===== config.mk =====
export PLATFORM = sky130hd
export DESIGN_NAME = fifo_stream_reader
export DESIGN_NICKNAME = d
export VERILOG_FILES = /design/src/rtl/fifo_stream_reader.sv
export SDC_FILE = /design/constraint.sdc
export NUM_CORES = 1
export LEC_CHECK = 0
export CAP_MARGIN = 40
export CORE_MARGIN = 2
export CORE_UTILIZATION = 57
export DETAILED_ROUTE_END_ITERATION = 8
export PLACE_DENSITY = 0.86
export SLEW_MARGIN = 20
export SYNTH_ARGS = -nofsm -noshare
export SYNTH_HDL_FRONTEND = slang
export SYNTH_SLANG_ARGS = --single-unit

===== constraint.sdc =====
create_clock -name clk_i -period 3 [get_ports clk_i]
set_clock_uncertainty 0.2 [all_clocks]
set_input_delay 0.6 -clock clk_i [delete_from_list [all_inputs] [get_ports clk_i]]
set_output_delay 0.6 -clock clk_i [all_outputs]
set_load 0.005 [all_outputs]

===== src/rtl/fifo_stream_reader.sv =====
// fifo_stream_reader
// Drain-side controller for the engine's input FIFO. Issues pops, tracks words
// still in the FIFO's read pipeline, and lands returned words in a small skid
// buffer that feeds the approximation core as a valid/ready stream.
module fifo_stream_reader #(
  parameter int RAM_WIDTH    = 32,
  parameter int READ_LATENCY = 1,
  parameter int BUF_DEPTH    = 4,
  parameter int CNT_WIDTH    = 16
) (
  input  logic                 clk_i,
  input  logic                 rstn_i,
  input  logic                 fifo_empty_i,
  input  logic                 fifo_wr_en_i,
  input  logic [RAM_WIDTH-1:0] fifo_data_i,
  output logic                 fifo_rd_en_o,
  output logic [RAM_WIDTH-1:0] m_data_o,
  output logic                 m_valid_o,
  input  logic                 m_ready_i,
  output logic                 idle_o,
  output logic [CNT_WIDTH-1:0] pop_cnt_o
);

  localparam int PTR_W = (BUF_DEPTH > 1) ? $clog2(BUF_DEPTH) : 1;
  localparam int OCC_W = PTR_W + 1;
  localparam int SUM_W = OCC_W + 1;

  // Read-pipeline tracker: bit i set means a pop issued i+1 cycles ago is still returning
  logic [READ_LATENCY-1:0] pend_q, pend_d;

  // Skid buffer state
  logic [RAM_WIDTH-1:0] mem_q [BUF_DEPTH];
  logic [RAM_WIDTH-1:0] mem_d [BUF_DEPTH];
  logic [PTR_W-1:0]     wr_ptr_q, wr_ptr_d;
  logic [PTR_W-1:0]     rd_ptr_q, rd_ptr_d;
  logic [OCC_W-1:0]     occ_q, occ_d;
  logic [CNT_WIDTH-1:0] pop_cnt_q, pop_cnt_d;

  logic [OCC_W-1:0] inflight;
  logic             has_space;
  logic             push;
  logic             pop;

  // Count words still travelling through the FIFO's read latency
  always_comb begin
    inflight = '0;
    for (int i = 0; i < READ_LATENCY; i++) begin
      inflight = inflight + OCC_W'(pend_q[i]);
    end
  end

  // Pop only when every buffered and in-flight word is guaranteed a slot; the
  // FIFO drops reads during writes, so never ask then. Held off during reset.
  always_comb begin
    has_space    = ({1'b0, occ_q} + {1'b0, inflight}) < SUM_W'(BUF_DEPTH);
    fifo_rd_en_o = rstn_i & ~fifo_empty_i & ~fifo_wr_en_i & has_space;
  end

  assign push = pend_q[READ_LATENCY-1];
  assign pop  = m_valid_o & m_ready_i;

  // Next-state for the latency shift register, buffer, pointers and counter
  always_comb begin
    pend_d    = pend_q;
    mem_d     = mem_q;
    wr_ptr_d  = wr_ptr_q;
    rd_ptr_d  = rd_ptr_q;
    occ_d     = occ_q;
    pop_cnt_d = pop_cnt_q;

    pend_d[0] = fifo_rd_en_o;
    for (int i = 1; i < READ_LATENCY; i++) begin
      pend_d[i] = pend_q[i-1];
    end

    if (push) begin
      mem_d[wr_ptr_q] = fifo_data_i;
      wr_ptr_d        = wr_ptr_q + PTR_W'(1);
    end

    if (pop) begin
      rd_ptr_d  = rd_ptr_q + PTR_W'(1);
      pop_cnt_d = pop_cnt_q + CNT_WIDTH'(1);
    end

    case ({push, pop})
      2'b10:   occ_d = occ_q + OCC_W'(1);
      2'b01:   occ_d = occ_q - OCC_W'(1);
      default: occ_d = occ_q;
    endcase
  end

  // State registers; reset also wipes buffer contents so nothing stale is ever shown
  always_ff @(posedge clk_i or negedge rstn_i) begin
    if (!rstn_i) begin
      pend_q    <= '0;
      wr_ptr_q  <= '0;
      rd_ptr_q  <= '0;
      occ_q     <= '0;
      pop_cnt_q <= '0;
      for (int i = 0; i < BUF_DEPTH; i++) begin
        mem_q[i] <= '0;
      end
    end else begin
      pend_q    <= pend_d;
      wr_ptr_q  <= wr_ptr_d;
      rd_ptr_q  <= rd_ptr_d;
      occ_q     <= occ_d;
      pop_cnt_q <= pop_cnt_d;
      for (int i = 0; i < BUF_DEPTH; i++) begin
        mem_q[i] <= mem_d[i];
      end
    end
  end

  assign m_valid_o = (occ_q != '0);
  assign m_data_o  = mem_q[rd_ptr_q];
  assign idle_o    = (occ_q == '0) && (inflight == '0);
  assign pop_cnt_o = pop_cnt_q;

endmodule


==> impl_metrics.env, run 1 <==
export IMPL_ios=88
export IMPL_synth_most_common_cell="dfrtp_1"
export IMPL_overflow=0
export IMPL_fp_dieW_um=112
export IMPL_ys_seq_area_share_pct=57.1
export IMPL_setup_viol=0
export IMPL_min_period_over_period_pct=95.9
export IMPL_critPathSlowestCell="or4b_4"
export IMPL_drv_cap=0
export IMPL_cts_max_level=4
export IMPL_p_per_area_nw_per_um2=1080
export IMPL_area_growth_pct=26.8
export IMPL_cp_slowest_stage_delay_ns=0.54
export IMPL_synth_area_per_cell_um2=16.3
export IMPL_worstSetupPathType="input port to output port"
export IMPL_ys_seq_elements=152
export IMPL_rr_worst_depth=15
export IMPL_holdWs_ns=0.140
export IMPL_slew_headroom_pct=48.4
export IMPL_clockRootBuffer="clkbuf_16"
export IMPL_p_leak_nw=3.57
export IMPL_avgRoutedWirePerCell_um=20.0
export IMPL_synth_cells=409
export IMPL_synth_distinct_cells=28
export IMPL_path_cells="clkdlybuf4s50_1 > or4b_4 > a31oi_4 > buf_4 > dlygate4sd2_1"
export IMPL_worst_slew_pin_slew_ns=0.774
export IMPL_slew_violations=0
export IMPL_crit_cells=5
export IMPL_vias=3852
export IMPL_worstReg2RegStart="occ_q[2]"
export IMPL_fmax_ghz=0.347
export IMPL_synth_common_cells="dfrtp_1, mux2_2, mux4_2"
export IMPL_numClockSinks=152
export IMPL_drc=0
export IMPL_r2r_setup_slack_ns=0.26
export IMPL_cp_start_kind="input port"
export IMPL_path_clk_slew_ns=0.06
export IMPL_cp_end_kind="output port"
export IMPL_syn_area_um2=6660
export IMPL_core_area_um2=11400
export IMPL_holdBufCountCts=0
export IMPL_grt_pass1_vias=4274
export IMPL_detail_route_first_pass_iterations=5
export IMPL_async_flop_share_pct=100
export IMPL_grt_max_degree=153
export IMPL_grt_antenna_before_repair=0
export IMPL_place_gp_congestion=0.721
export IMPL_clock_latency_ns=0.42
export IMPL_drt_total_wl_um=13400
export IMPL_dpl_hpwl_um=7870
export IMPL_dieHeight_um=112
export IMPL_power_mw=9.12
export IMPL_path_buf_inv=3
export IMPL_reg2reg_to="pend_q"
export IMPL_die_area_um2=12600
export IMPL_final_nets=559
export IMPL_clockBufferDepth=2
export IMPL_yosysTopAreaCellShare_pct=57.1
export IMPL_fin_crit_ns=2.88
export IMPL_drive_above_1_share_pct=40.4
export IMPL_hold_viol=0
export IMPL_ys_top_cells_by_area="dfrtp_1, mux2_2, mux4_2, mux2_1, xnor2_1"
export IMPL_portBuffers=87
export IMPL_cts_tree="done"
export IMPL_synth_edf_count=0
export IMPL_drt_iter0_markers=181
export IMPL_final_antenna_net_count=0
export IMPL_crit_family="buffers and inverters"
export IMPL_hp_class="input port to async pin"
export IMPL_fp_row_count=39
export IMPL_ir_worst_vdd_mv=0.656
export IMPL_synth_ff_type="dfrtp_1"
export IMPL_drt_vias_per_instance=5.75
export IMPL_yosys_area_top_type="dfrtp_1"
export IMPL_initial_core_util_pct=58.3
export IMPL_cts_inserted_buffers=17
export IMPL_cp_required_ns=2.20
export IMPL_yosys_warnings=0
export IMPL_final_core_util_pct=73.9
export IMPL_synth_nets=453
export IMPL_grt_setup_unrepaired="no"
export IMPL_grt_pass1_wl_um=22200
export IMPL_crit_fanout=2
export IMPL_crit_arrival_ns=2.08
export IMPL_num_antenna_cells=0
export IMPL_track_usage_pct=23.3
export IMPL_status="complete, no violations"
## metrics by stage
stage / TNS (ns) / worst slack (ns) / cells / instance area (um2)
finish: 0 / 0.122 / 670 / 8440
global route: 0 / 0.0430 / 670 / 8440
CTS: 0 / 0.0945 / 671 / 8430
detailed placement: -0.00486 / -0.00486 / 624 / 7720
global placement: -0.00579 / -0.00579 / 624 / 7720
floorplan: 0 / 0.885 / 409 / 6660
## how the worst max path moves through the flow
stage / slack [ns] / from / to
floorplan: 0.89 / rd_ptr_q[0] / m_data_o[23]
global placement: -0.006 / fifo_empty_i / fifo_rd_en_o
detailed placement: -0.005 / fifo_empty_i / fifo_rd_en_o
CTS: 0.09 / rd_ptr_q[0] / m_data_o[22]
global route: 0.04 / rd_ptr_q[0] / m_data_o[22]
finish: 0.12 / fifo_wr_en_i / fifo_rd_en_o
## cells in the final DEF, fill, tap and decap left out, drive strengths merged
cell type	count
dfrtp	152
mux2	129
clkdlybuf4s50	85
mux4	32
buf	25
clkbuf	22
xnor2	15
nand2	14
inv	7
xor2	6
ha	6
nand3	6
clkinv	6
nor2	4
bufinv	3
nand4	3
and3	2
or3	1
o31a	1
or4b	1
a31oi	1
mux2i	1
nor3	1
and4	1
o21ai	1
fa	1
dlygate4sd2	1
## flip-flops by register name (all words and copies together) (netlist names)
signal / count
wr_ptr_q: 2
pop_cnt_o: 16
mem_q: 128
occ_q: 3
rd_ptr_q: 2
pend_q: 1
## routing by layer
| metal | vias to the layer above | GRT usage [%] | part of all wire (%) | wire length, um |
|---|---|---|---|---|
| met4 | 0 | 6.34 | 1.1 | 147 |
| met2 | 92 | 38.5 | 52 | 6950 |
| met5 | - | 0 | 0 | 0 |
| met3 | 13 | 6.86 | 4.7 | 636 |
| met1 | 2048 | 30.7 | 42 | 5690 |
| li1 | 1699 | - | - | - |
## power by group
group | total [mW] | internal, mW | switching (mW)
combinational | 3.40 | 2.30 | 1.10
sequential | 3.61 | 3.03 | 0.576
clock | 2.12 | 1.34 | 0.780
total | 9.12 | 6.67 | 2.46
## cell families after synthesis
kind of cell,share of synthesized area [%]
adder cells (fa/ha/maj),1.43
XOR/XNOR,2.76
multiplexers,32.8
AND/OR/NAND/NOR,3.06
AO/OA/AOI/OAI,0.301
buffers and inverters,2.52
flip-flops,57.1
## cell type report
class                      instances  area, um2
sequential                       152       3800
fill                             728       2980
multi-input combinational        226       2720
timing repair buffer             111       1130
clock buffer                      22        464
tap                              143        179
clock inverter                     9        124
inverter                           7       26.3
## what timing repair did
| action | 4_1_cts | 5_1_grt |
|---|---|---|
| hold endpoints to repair | 0 | 0 |
| endpoints found under the setup margin | 16 | 1 |
| pin swaps | 0 | 1 |
| setup buffers | 16 | 1 |
| resized for setup | 1 | 3 |
| cloned | 0 | 0 |
No activity file was read; power rests on OpenSTA's default activity.
==> inputs of run 2 (changes only) <==
Settings changed: SLEW_MARGIN 20 to unset.
==> results of run 2 <==
Final layout, timing and power as in run 1 (identical DEF).
